===== src/rtl/mdu_pkg.sv =====
// Shared definitions for the RV32M multiply/divide sequencer: op codes, FSM states,
// special-case constants and operand signedness decode.
package mdu_pkg;

  localparam int MDU_XLEN = 32;

  localparam logic [2:0] MDU_MUL    = 3'b000;
  localparam logic [2:0] MDU_MULH   = 3'b001;
  localparam logic [2:0] MDU_MULHSU = 3'b010;
  localparam logic [2:0] MDU_MULHU  = 3'b011;
  localparam logic [2:0] MDU_DIV    = 3'b100;
  localparam logic [2:0] MDU_DIVU   = 3'b101;
  localparam logic [2:0] MDU_REM    = 3'b110;
  localparam logic [2:0] MDU_REMU   = 3'b111;

  localparam logic [MDU_XLEN-1:0] DIV0_QUOT = 32'hFFFF_FFFF;
  localparam logic [MDU_XLEN-1:0] INT_MIN   = 32'h8000_0000;

  typedef enum logic [2:0] {IDLE, LOAD, CALC, FIXUP, DONE} mdu_state_t;

  // MULHU and the unsigned divides treat A as unsigned; MULHSU additionally keeps B unsigned.
  function automatic logic op_signed_a(input logic [2:0] f);
    return f[2] ? ~f[0] : (f[1:0] != 2'b11);
  endfunction

  function automatic logic op_signed_b(input logic [2:0] f);
    return f[2] ? ~f[0] : ~f[1];
  endfunction

endpackage


===== src/rtl/mdu_sign_fix.sv =====
// Conditional two's-complement negate, purely combinational (zero latency, no flow control).
module mdu_sign_fix #(
  parameter int W = 32
) (
  input  logic         neg,
  input  logic [W-1:0] din,
  output logic [W-1:0] dout
);

  assign dout = neg ? (~din + W'(1)) : din;

endmodule


===== src/rtl/mdu_seq.sv =====
// RV32M sequencer: 35-cycle bit-serial mul/div (1 cycle for div special cases); stall holds the pipe.
// MDU_MUL_EARLY_OUT_EN ends multiplies once the remaining multiplier bits are zero.
module mdu_seq
  import mdu_pkg::*;
#(
  parameter int XLEN  = MDU_XLEN,
  parameter int CNT_W = 6
) (
  input  logic            clk,
  input  logic            rst_n,
  input  logic            start,
  input  logic [2:0]      funct3,
  input  logic [XLEN-1:0] rs1_data,
  input  logic [XLEN-1:0] rs2_data,
  input  logic            flush,
  output logic            busy,
  output logic            stall,
  output logic            valid,
  output logic [XLEN-1:0] result
);

  mdu_state_t        state, state_nxt;
  logic [2:0]        op;
  logic              sa, sb;
  logic [XLEN-1:0]   acc_hi, acc_lo, opb, mplier;
  logic [CNT_W-1:0]  cnt;

  logic              is_div, is_rem, accept, special;
  logic              div_by0, div_ovf;
  logic [XLEN-1:0]   special_res, abs_a, abs_b, fix_res;
  logic [2*XLEN-1:0] fix_in, fix_out, prod_aligned;
  logic              fix_neg;
  logic [XLEN:0]     op_x, op_y;
  logic [XLEN+1:0]   add_res;
  logic [XLEN-1:0]   hi_nxt, lo_nxt;
  logic              q_bit, mul_done_early, load_skip;

  assign is_div = op[2];
  assign is_rem = op[1];
  assign accept = (state == IDLE) && start && !flush;

  assign div_by0 = funct3[2] && (rs2_data == '0);
  assign div_ovf = funct3[2] && !funct3[0] && (rs1_data == INT_MIN) && (rs2_data == DIV0_QUOT);
  assign special = div_by0 || div_ovf;
  always_comb begin
    special_res = funct3[1] ? '0 : INT_MIN;
    if (div_by0) special_res = funct3[1] ? rs1_data : DIV0_QUOT;
  end

  // The result-sign negator is idle during LOAD, so it also produces |B| there.
  always_comb begin
    fix_in  = {{XLEN{1'b0}}, opb};
    fix_neg = sb;
    if (state == FIXUP) begin
      if (is_div) begin
        fix_in  = {{XLEN{1'b0}}, is_rem ? acc_hi : acc_lo};
        fix_neg = is_rem ? sa : (sa ^ sb);
      end else begin
        fix_in  = {acc_hi, acc_lo};
        fix_neg = sa ^ sb;
      end
    end
  end

  mdu_sign_fix #(.W(XLEN))   u_abs (.neg(sa),      .din(acc_lo), .dout(abs_a));
  mdu_sign_fix #(.W(2*XLEN)) u_fix (.neg(fix_neg), .din(fix_in), .dout(fix_out));

  assign abs_b   = fix_out[XLEN-1:0];
  assign fix_res = (is_div || op == MDU_MUL) ? fix_out[XLEN-1:0] : fix_out[2*XLEN-1:XLEN];

  // Shared adder: multiply adds the multiplicand, divide trial-subtracts the divisor.
  assign op_x    = is_div ? {acc_hi, acc_lo[XLEN-1]} : {1'b0, acc_hi};
  assign op_y    = (is_div || mplier[0]) ? {1'b0, opb} : '0;
  assign add_res = {1'b0, op_x} + ({1'b0, op_y} ^ {(XLEN+2){is_div}}) + (XLEN+2)'(is_div);
  assign q_bit   = !add_res[XLEN+1];

  always_comb begin
    if (is_div) begin
      hi_nxt = q_bit ? add_res[XLEN-1:0] : op_x[XLEN-1:0];
      lo_nxt = {acc_lo[XLEN-2:0], q_bit};
    end else begin
      hi_nxt = add_res[XLEN:1];
      lo_nxt = {add_res[0], acc_lo[XLEN-1:1]};
    end
  end

`ifdef MDU_MUL_EARLY_OUT_EN
  // The remaining cnt-1 iterations would only shift right, so apply them in one step.
  assign mul_done_early = !is_div && (mplier[XLEN-1:1] == '0);
  assign load_skip      = !is_div && (abs_b == '0);
  assign prod_aligned   = {hi_nxt, lo_nxt} >> (cnt - 1'b1);
`else
  assign mul_done_early = 1'b0;
  assign load_skip      = 1'b0;
  assign prod_aligned   = {hi_nxt, lo_nxt};
`endif

  always_ff @(posedge clk or negedge rst_n) begin
    if (!rst_n) state <= IDLE;
    else        state <= state_nxt;
  end

  always_comb begin
    state_nxt = state;
    unique case (state)
      IDLE:    if (start) state_nxt = special ? DONE : LOAD;
      LOAD:    state_nxt = load_skip ? FIXUP : CALC;
      CALC:    if (cnt == CNT_W'(1) || mul_done_early) state_nxt = FIXUP;
      FIXUP:   state_nxt = DONE;
      DONE:    state_nxt = IDLE;
      default: state_nxt = IDLE;
    endcase
    if (flush) state_nxt = IDLE;
  end

  always_comb begin
    busy  = (state == LOAD) || (state == CALC) || (state == FIXUP);
    stall = busy || (start && state == IDLE);
    valid = (state == DONE) && !flush;
  end

  always_ff @(posedge clk or negedge rst_n) begin
    if (!rst_n) begin
      op     <= '0;
      sa     <= 1'b0;
      sb     <= 1'b0;
      acc_hi <= '0;
      acc_lo <= '0;
      opb    <= '0;
      mplier <= '0;
      cnt    <= '0;
      result <= '0;
    end else begin
      unique case (state)
        IDLE: if (accept) begin
          op     <= funct3;
          sa     <= op_signed_a(funct3) && rs1_data[XLEN-1];
          sb     <= op_signed_b(funct3) && rs2_data[XLEN-1];
          acc_hi <= '0;
          acc_lo <= rs1_data;
          opb    <= rs2_data;
          mplier <= '0;
          cnt    <= '0;
          if (special) result <= special_res;
        end
        LOAD: begin
          acc_hi <= '0;
          cnt    <= CNT_W'(XLEN);
          if (is_div) begin
            acc_lo <= abs_a;
            opb    <= abs_b;
          end else begin
            acc_lo <= '0;
            opb    <= abs_a;
            mplier <= abs_b;
          end
        end
        CALC: begin
          cnt              <= cnt - 1'b1;
          mplier           <= mplier >> 1;
          {acc_hi, acc_lo} <= mul_done_early ? prod_aligned : {hi_nxt, lo_nxt};
        end
        FIXUP: if (!flush) result <= fix_res;
        default: ;
      endcase
    end
  end

endmodule


===== config.mk =====
export PLATFORM = sky130hd
export DESIGN_NAME = mdu_seq
export DESIGN_NICKNAME = d
export VERILOG_FILES = /design/src/rtl/mdu_pkg.sv /design/src/rtl/mdu_sign_fix.sv /design/src/rtl/mdu_seq.sv
export SDC_FILE = /design/constraint.sdc
export NUM_CORES = 1
export LEC_CHECK = 0
export BUFFER_PORTS_ARGS = -buffer_cell sky130_fd_sc_hd__buf_2
export CAP_MARGIN = 20
export CORE_ASPECT_RATIO = 0.75
export CORE_MARGIN = 2
export CORE_UTILIZATION = 25
export DETAILED_ROUTE_END_ITERATION = 8
export MAX_ROUTING_LAYER = met4
export PLACE_DENSITY = 0.48
export SKIP_CTS_REPAIR_TIMING = 1
export SKIP_LAST_GASP = 1
export SLEW_MARGIN = 30
export SYNTH_ARGS = -nofsm -noshare
export SYNTH_HDL_FRONTEND = slang
export SYNTH_SLANG_ARGS = --single-unit
export TNS_END_PERCENT = 50

===== constraint.sdc =====
create_clock -name clk -period 6.7 [get_ports clk]
set_input_delay 0.335 -clock clk [delete_from_list [all_inputs] [get_ports clk]]
set_output_delay 0.335 -clock clk [all_outputs]
set_load 0.005 [all_outputs]

* Word-level counts from Yosys, hierarchy flattened
Cells that the tools add are included.
** Storage, ports and cells
- Register bits after elaboration :: 174
** Cells by class
- Bitwise gates (word level) :: 6
- Multiplexer cells :: 40
- Equality and inequality tests :: 14
- $add $sub $neg :: 5
- Reductions and logical operators :: 30
** Operators by type and width (number)
- 32-bit two-way mux :: 19
- 32-bit case mux with 3 select lines :: 3
- 64-bit two-way mux :: 3
- 32-bit case mux with 2 select lines :: 2
- 64-bit by 1-bit adder with 64-bit output, second input constant :: 1
- 32-bit == test, second input constant :: 2
- 64-bit inverter :: 1
- 33-bit by 34-bit adder with 34-bit output :: 1
- 34-bit by 1-bit adder with 34-bit output :: 1
- 32-bit by 34-bit bitwise XOR with 34-bit output :: 1
- 33-bit two-way mux :: 1
- 32-bit by 1-bit adder with 32-bit output, second input constant :: 1
- 32-bit logical NOT :: 1
- 32-bit inverter :: 1
- 6-bit case mux with 3 select lines :: 1
- 3-bit two-way mux :: 4
- 3-bit case mux with 4 select lines :: 1
- 2-bit != test, second input constant :: 5
- 1-bit logical AND :: 9
- 2-bit AND reduction :: 4
- 3-bit by 2-bit == test with 1-bit output, second input constant :: 2
- 6-bit by 1-bit == test with 1-bit output, second input constant :: 1
- 3-bit logical NOT :: 2
- 1-bit logical OR :: 6
- 13 further kinds :: 22

* Depth between registers and ports, before layout
Gate-level depths: netlist of run 1.
- Depth in word-level cells :: 9
- Gate-level depth with buffers :: 21
- Mapped depth without buffers :: 13

* Modules after synthesis
Synthesis of run 1 repeated with hierarchy kept, for this count alone.
** Second synthesis, totals
- Cell total of the unflattened synthesis :: 1983
- Area total of the unflattened synthesis :: 15448.6 µm²
** By module, submodules not included
- mdu_seq :: area an instance 13141.4 µm², cells an instance 1687, times used 1
- mdu_sign_fix at u_fix :: area an instance 1530.2 µm², cells an instance 197, times used 1
- mdu_sign_fix at u_abs :: area an instance 777.0 µm², cells an instance 99, times used 1

* Least setup slack after synthesis of run 1
No wires, ideal clock.
- Kind :: reg-to-reg
- From :: register op[2]
- To :: register acc_hi[13]
- Slack :: 1.733 ns
- Stages on the path, launching flop included :: 20
- Data arrival time :: 4.849 ns
- Buffers on the path :: 9
- Data required time :: 6.582 ns
- Path through :: dfrtp_1 clkbuf_1 clkbuf_1 clkbuf_1 clkbuf_1 buf_1 buf_1 mux2i_1 ha_1 clkbuf_1 nand2_1 a211oi_1 nand3_1 a31oi_1 a21o_1 buf_2 buf_2 mux2i_1 a21oi_1 a21o_1
** Between the ends
- Cells in the longest elaborated chain, start to end :: 8
- Elaborated cells on any way between the ends :: 9
- Those cells by class :: add/sub (2); mux (5); bitwise (1); reduce/logical (1)
** RTL lines
- start: declaration :: RTL line mdu_seq.sv:23 : logic [2:0] op;
- start signal: assignment :: RTL line mdu_seq.sv:136 : op <= funct3;
- 1-bit logical OR :: RTL line mdu_seq.sv:73 : assign op_y = (is_div || mplier[0]) ? {1'b0, opb} : '0;
- 32-bit two-way mux :: RTL line mdu_seq.sv:73
- 32-bit by 34-bit bitwise XOR with 34-bit output :: RTL line mdu_seq.sv:74 : assign add_res = {1'b0, op_x} + ({1'b0, op_y} ^ {(XLEN+2){is_div}}) + (XLEN+2)'(is_div);
- 33-bit by 34-bit adder with 34-bit output :: RTL line mdu_seq.sv:74
- 34-bit by 1-bit adder with 34-bit output :: RTL line mdu_seq.sv:74
- 32-bit two-way mux :: RTL line mdu_seq.sv:79 : hi_nxt = q_bit ? add_res[XLEN-1:0] : op_x[XLEN-1:0];
- 32-bit two-way mux * :: RTL line mdu_seq.sv:78 : if (is_div) begin
- 32-bit case mux with 3 select lines * :: RTL line mdu_seq.sv:134 : unique case (state)
- end signal: assignment :: RTL line mdu_seq.sv:161 : {acc_hi, acc_lo} <= mul_done_early ? prod_aligned : {hi_nxt, lo_nxt};
- end: declaration :: RTL line mdu_seq.sv:25 : logic [XLEN-1:0] acc_hi, acc_lo, opb, mplier;
Every way passes the cells marked *; elsewhere a longest branch is shown, timed or not.
A chain may end at the register's enable or synchronous reset.

* Worst setup path after layout of run 1
- From :: register op[2]
- To :: register result[23]
** Between the ends
- Cells in the longest elaborated chain, start to end :: 8
- Elaborated cells on any way between the ends :: 12
- Those cells by class :: add/sub (1); mux (8); bitwise (1); reduce/logical (2)
** RTL lines
- 64-bit two-way mux :: RTL line mdu_seq.sv:55 : if (is_div) begin
- 64-bit two-way mux :: RTL line mdu_seq.sv:54 : if (state == FIXUP) begin
- 64-bit inverter :: RTL line mdu_sign_fix.sv:10 : assign dout = neg ? (~din + W'(1)) : din;
- 64-bit by 1-bit adder with 64-bit output :: RTL line mdu_sign_fix.sv:10
- 64-bit two-way mux :: RTL line mdu_sign_fix.sv:10
- 32-bit two-way mux * :: RTL line mdu_seq.sv:69 : assign fix_res = (is_div || op == MDU_MUL) ? fix_out[XLEN-1:0] : fix_out[2*XLEN-1:XLEN];
- 32-bit two-way mux * :: RTL line mdu_seq.sv:163 : FIXUP: if (!flush) result <= fix_res;
- 32-bit case mux with 2 select lines * :: RTL line mdu_seq.sv:134
- end signal: assignment :: RTL line mdu_seq.sv:144 : if (special) result <= special_res;
- end signal: assignment :: RTL line mdu_seq.sv:163
- end: declaration :: RTL line mdu_seq.sv:19 : output logic [XLEN-1:0] result
Every way passes the cells marked *; elsewhere a longest branch is shown, timed or not. The select of a mux whose other input is x is not followed.

==> results.py, run 1 <==
metrics = {
    "run_status": {
        "status": "finished clean",
    },
    "timing": {
        "slew_violations": 0,
        "clock_skew_ns": 0.0215,
        "hold_violations": 0,
        "rsz0062_at_grt": "no",
        "slew_headroom_pct": 19.9,
        "fin_crit_sh_pct": 79.4,
        "period_minus_slack_ns": 5.32,
        "fmax_ghz": 0.188,
        "worst_pin_slew_ns": 1.19,
        "setup_tns_ns": 0,
        "worst_slack_ns": 1.38,
        "setup_violations": 0,
    },
    "cells_and_area": {
        "area_growth_pct": 11.7,
        "fillers": 7055,
        "final_core_util_pct": 28.1,
        "final_nets": 2277,
        "final-seq-area_sq_mm": 0.00436,
        "drive_gt1_share_pct": 12.1,
        "final_cells": 3061,
        "multi_input_area_sq_mm": 0.0112,
    },
    "place": {
        "placed_cells": 3021,
        "place_hpwl_mm": 67.4,
        "io_buffers": 105,
        "globalplace.congestion": 1.09,
        "place_ws_ns": 1.51,
    },
    "clocking": {
        "clk_pin_slew_worst_paths_ns": 0.08,
        "clk_path_buf_depth": 2,
        "clk_latency_ns": 0.50,
        "cts_max_level": 4,
        "cts-root-buf": "clkbuf_16",
        "numCtsBuffers": 17,
        "cts_tree": "yes",
        "cts.sinks": 174,
    },
    "yosys": {
        "async_flop_share_pct": 100,
        "ys.warnings.count": 0,
        "synth_cells": 2194,
        "synth_ff_type": "dfrtp_1",
        "syn_area_sq_mm": 0.0164,
        "synth_most_common_cell": "nand2_1",
        "synth.avg_cell_area_sq_um": 7.46,
        "synth-seq-area-share_pct": 26.6,
        "yosys.area.top_type_share_pct": 26.6,
        "synth.top_cells.by_count": "311 x nand2_1, 215 x o21ai_0, 207 x nor2_1, 174 x dfrtp_1, 150 x a21oi_1",
        "syn_nets": 2301,
        "yosys.cell_types.count": 83,
        "synth_edf_count": 0,
        "netlist.top_cell.by_area": "dfrtp_1",
        "synth_area_leaders": "dfrtp_1 27%, nand2_1 7.1%, o21ai_0 6.6%",
        "synth.ff_latch_count": 174,
    },
    "critical_path": {
        "crit_path_end_kind": "flip-flop",
        "path_class": "flip-flop to flip-flop",
        "worstPathArrival_ns": 5.73,
        "crit_fanout": 66,
        "cp_slowest_cell": "dfrtp_4",
        "cp-start-kind": "flip-flop",
        "critical_path.top_delay_family": "simple AND/OR/NAND/NOR gates",
        "cp.required_ns": 7.11,
        "cpPeakStageDelay_ns": 0.98,
        "crit_chain": "and2_1 > buf_4 > o21ai_0 > o32ai_1 > nor3b_2 > nand4_1 > nor2_1 > a31oi_1 > a221o_1 > o211ai_1",
        "path_buf_inv": 1,
    },
    "floorplanning": {
        "start_util_pct": 25.2,
        "rows": 81,
        "die_h_um": 226,
        "ios": 106,
        "die_area_sq_mm": 0.0675,
        "chipWidth_um": 299,
        "coreArea_sq_mm": 0.0650,
    },
    "flow_run": {
        "cap_violations": 0,
    },
    "min_path": {
        "hp-class": "primary input to flip-flop",
    },
    "global_route": {
        "grt_antenna_before_repair": 7,
        "grtUsageTotal_pct": 26.5,
        "grt_first_pass_wirelength_mm": 126,
        "grt_max_degree": 112,
        "grt_pass1_vias": 16800,
        "grt_overflow": 0,
    },
    "power_and_ir_drop": {
        "power_w": 0.00780,
        "power.density_mw_per_mm2": 427,
        "irDropWorstVdd_mv": 0.236,
        "leakage_nw": 7.00,
    },
    "routing": {
        "ant_nets": 0,
        "vias_per_cell": 6.07,
        "remaining_drc_errors": 0,
        "firstDrtPassIters": 9,
        "via_count": 18600,
        "drt_iter0_markers": 2669,
        "routedWlPerCell_um": 29.1,
        "postRouteWirelength_mm": 89.0,
    },
}
## power breakdown
part	switching [W]	internal, W	leakage, nW
combinational	0.00278	0.00150	4.50
sequential	0.000974	0.00146	2.21
clock	0.000585	0.000505	0.291
## placed cells by master (no fill, tap or decap), drive strengths merged, types with 47 or more instances in the layout
cell,n
a21oi,150
a31oi,47
buf,151
dfrtp,174
mux2i,106
nand2,311
nand3,51
nor2,207
nor3,60
o21ai,217
xnor2,48
xor2,55
## per-layer routing
metal | part of all wire [%] | global-route usage (%) | vias up
li1 | - | - | 8062
met1 | 45 | 37.4 | 9227
met2 | 39 | 34.9 | 1181
met3 | 14 | 10.4 | 121
met4 | 1.9 | 5.68 | 0
met5 | 0 | - | -
## through the flow
step	hold WS [ns]	area, sq um
2_1_floorplan	0.0394	16400
3_3_place_gp	0.438	17600
3_5_place_dp	0.442	17600
4_1_cts	-0.0702	18200
5_1_grt	0.0748	18300
6_report	0.0619	18300
## flip-flops by register name, indices dropped and copies added, names as in the netlist
signal	flops
acc_hi	32
acc_lo	32
cnt	6
mplier	32
op	3
opb	32
result	32
sa	1
sb	1
state	3
## path summary, 6_finish.rpt
kind	startpoint	endpoint	slack, ns	cells past startpoint
max in group asynchronous	rst_n	op[2]	4.83	3
worst min-delay path	flush	state[1]	0.06	2
worst max-delay path	op[2]	result[23]	1.38	10
min in group asynchronous	rst_n	result[11]	0.45	2
worst max register to register	op[2]	result[23]	1.38	10
worst min register to register	op[0]	op[0]	0.49	2
## cell type report
cell class | count | share of cell area, %
clock buffers | 17 | 2.33
well taps | 871 | 5.96
repair buffers | 153 | 4.98
flip-flops and latches | 174 | 23.9
diodes | 7 | 0.0959
clock inverters | 15 | 0.938
inverters | 32 | 0.657
multi-input cells | 1792 | 61.2
## worst register-to-register path: stages, from the launching register on
cell	delay, ns
dfrtp_4	0.98
and2_1	0.28
buf_4	0.49
o21ai_0	0.28
o32ai_1	0.79
nor3b_2	0.57
nand4_1	0.71
nor2_1	0.57
a31oi_1	0.16
a221o_1	0.31
o211ai_1	0.09
## logic make-up after synthesis
kind of cell,Yosys count,synth area share (%)
AO/OA/AOI/OAI,714,28.2
XOR/XNOR,103,5.51
adder cells (fa/ha/maj),36,2.80
buffers and inverters,228,5.45
flip-flops,174,26.6
multiplexers,141,8.89
AND/OR/NAND/NOR,798,22.5
No activity file was read; power rests on OpenSTA's default activity.
==> run 2, diff against run 1 <==
--- a/config.mk
+++ b/config.mk
@@ -12,7 +12,7 @@
 export CORE_UTILIZATION = 25
 export DETAILED_ROUTE_END_ITERATION = 8
 export MAX_ROUTING_LAYER = met4
-export PLACE_DENSITY = 0.48
+export PLACE_DENSITY = 0.49
 export SKIP_CTS_REPAIR_TIMING = 1
 export SKIP_LAST_GASP = 1
 export SLEW_MARGIN = 30
==> constraint.sdc (replaced) <==
create_clock -name clk -period 4.3 [get_ports clk]
set_input_delay 0.215 -clock clk [delete_from_list [all_inputs] [get_ports clk]]
set_output_delay 0.215 -clock clk [all_outputs]
set_load 0.005 [all_outputs]
==> results.py, run 2 (same netlist as run 1, synthesis figures left out) <==
metrics = {
    "critical_path": {
        "cp.required_ns": 4.69,
        "crit_start": "op[2]",
        "path_class": "flip-flop to flip-flop",
        "crit_fanout": 20,
        "worstPathArrival_ns": 4.56,
        "cp-start-kind": "flip-flop",
        "r2r_end": "opb[23]",
        "r2r-start": "op[2]",
        "crit_path_end_kind": "flip-flop",
        "reg2reg_depth": 11,
        "r2r_slack_ns": 0.13,
    },
    "routing": {
        "remaining_drc_errors": 1,
        "routed-wl-met2_mm": 36.6,
        "wirelength_met1_mm": 42.4,
        "via_count": 18700,
        "routedWlPerCell_um": 29.4,
        "firstDrtPassIters": 9,
        "postRouteWirelength_mm": 92.7,
        "top_layer": "met4",
        "ant_nets": 0,
        "drt_iter0_markers": 2841,
        "dr_wl_met3_mm": 11.8,
        "vias_per_cell": 5.93,
    },
    "min_path": {
        "holdPathStages": 3,
        "hold_end": "op[0]",
        "hp-class": "primary input to flip-flop",
        "hp-start": "funct3[0]",
    },
    "clocking": {
        "cts.sinks": 174,
        "cts-root-buf": "clkbuf_16",
        "clk_latency_ns": 0.50,
        "numCtsBuffers": 17,
        "cts_max_level": 4,
        "cts_tree": "yes",
        "clk_pin_slew_worst_paths_ns": 0.08,
        "clk_path_buf_depth": 2,
    },
    "cells_and_area": {
        "final-seq-area_sq_mm": 0.00436,
        "final_nets": 2363,
        "fillers": 7021,
        "drive_gt1_share_pct": 15.5,
        "mostFrequentLayoutCells": "311 x nand2_1, 215 x o21ai_0, 202 x nor2_1",
        "final_common_cell": "nand2_1",
        "area_growth_pct": 16.6,
        "multi_input_area_sq_mm": 0.0112,
    },
    "global_route": {
        "grt_max_degree": 93,
        "grt_overflow": 0,
        "grt_antenna_before_repair": 14,
        "grtUsageTotal_pct": 27.9,
        "grt_pass1_vias": 17300,
        "grt_first_pass_wirelength_mm": 132,
    },
    "run_status": {
        "violations": "DRC",
        "status": "finished, violations left",
    },
    "power_and_ir_drop": {
        "swShare_pct": 53.2,
        "power_w": 0.0127,
        "power.density_mw_per_mm2": 663,
        "power.switching_w": 0.00674,
        "p_comb_share_pct": 58.3,
        "irDropWorstVdd_mv": 0.342,
        "clockPowerShare_pct": 14.0,
        "leakage_nw": 7.49,
        "internal-power_w": 0.00591,
        "seqPwrFrac_pct": 27.7,
    },
    "floorplanning": {
        "coreArea_sq_mm": 0.0650,
        "ios": 106,
        "die_h_um": 226,
        "die_area_sq_mm": 0.0675,
        "rows": 81,
        "start_util_pct": 25.2,
        "chipWidth_um": 299,
    },
    "flow_run": {
        "cap_violations": 0,
    },
    "timing": {
        "setup_tns_ns": 0,
        "clock_skew_ns": 0.0165,
        "fmax_ghz": 0.240,
        "slew_headroom_pct": 28.5,
        "rsz0062_at_grt": "yes",
        "hold_violations": 0,
        "worst_pin_slew_ns": 1.06,
        "hold_slack_ns": 0.00695,
        "fin_crit_sh_pct": 96.9,
        "slew_violations": 0,
        "setup_violations": 0,
        "period_minus_slack_ns": 4.17,
    },
    "place": {
        "io_buffers": 105,
        "globalplace.congestion": 1.04,
        "place_hpwl_mm": 72.5,
    },
}
[run 2: cell count changes in the layout (fill, tap and decap cells not counted), moves of 3 or more]
| cell | change |
|---|---|
| clkinv_4 | -3 |
| diode_2 | +5 |
| buf_4 | +78 |
| buf_12 | +7 |
| inv_8 | -3 |
| bufinv_16 | +3 |
| clkinv_8 | -3 |
[run 2: layout make-up]
cell class | count | share of cell area [%]
multi-input combinational | 1792 | 58.8
timing repair buffer | 239 | 8.63
inverter | 32 | 0.630
sequential | 174 | 22.8
clock inverter | 11 | 0.820
clock buffer | 21 | 2.41
tap | 871 | 5.71
antenna | 12 | 0.157
[run 2: worst max path at each step]
| stage | slack, ns | cells past startpoint | to |
|---|---|---|---|
| after floorplan | 0.05 | 19 | acc_hi[29] |
| after global placement | 0.24 | 12 | result[11] |
| after detailed placement | 0.18 | 13 | acc_hi[27] |
| after CTS | 0.17 | 13 | acc_hi[27] |
| after global routing | -0.05 | 13 | acc_hi[27] |
| final | 0.13 | 11 | opb[23] |
[run 2: critical path: stages (launching register included)]
cell	delay, ns
dfrtp_4	0.61
buf_4	0.30
or4bb_1	0.51
a21oi_1	0.20
a32oi_1	0.22
buf_4	0.21
nand3b_1	0.24
or3_1	0.51
and2_1	0.24
xnor2_1	0.60
mux2i_1	0.19
a21o_1	0.22
[run 2: power groups by stage]
stage                     Combinational, W  Sequential [W]  Clock [W]
after floorplan                    0.00458         0.00276          0
after global placement             0.00713         0.00348          0
after detailed placement           0.00712         0.00349          0
after CTS                          0.00715         0.00346    0.00178
after global routing               0.00788         0.00356    0.00184
final                              0.00737         0.00351    0.00177
[run 2: metal layers]
layer | track usage (%) | up-vias
met1 | 40.0 | 9203
met5 | - | -
met3 | 9.12 | 126
met4 | 5.95 | 0
met2 | 37.2 | 1146
li1 | - | 8229
[run 2: metrics by stage]
step | std cells | area (sq um) | setup WS [ns] | utilization (%)
final | 3152 | 19100 | 0.133 | 29.4
after global routing | 3148 | 19100 | -0.0491 | 29.3
after CTS | 3138 | 19000 | 0.173 | 29.2
after detailed placement | 3106 | 18400 | 0.182 | 28.3
after global placement | 3106 | 18400 | 0.242 | 28.3
after floorplan | 2194 | 16400 | 0.0526 | -
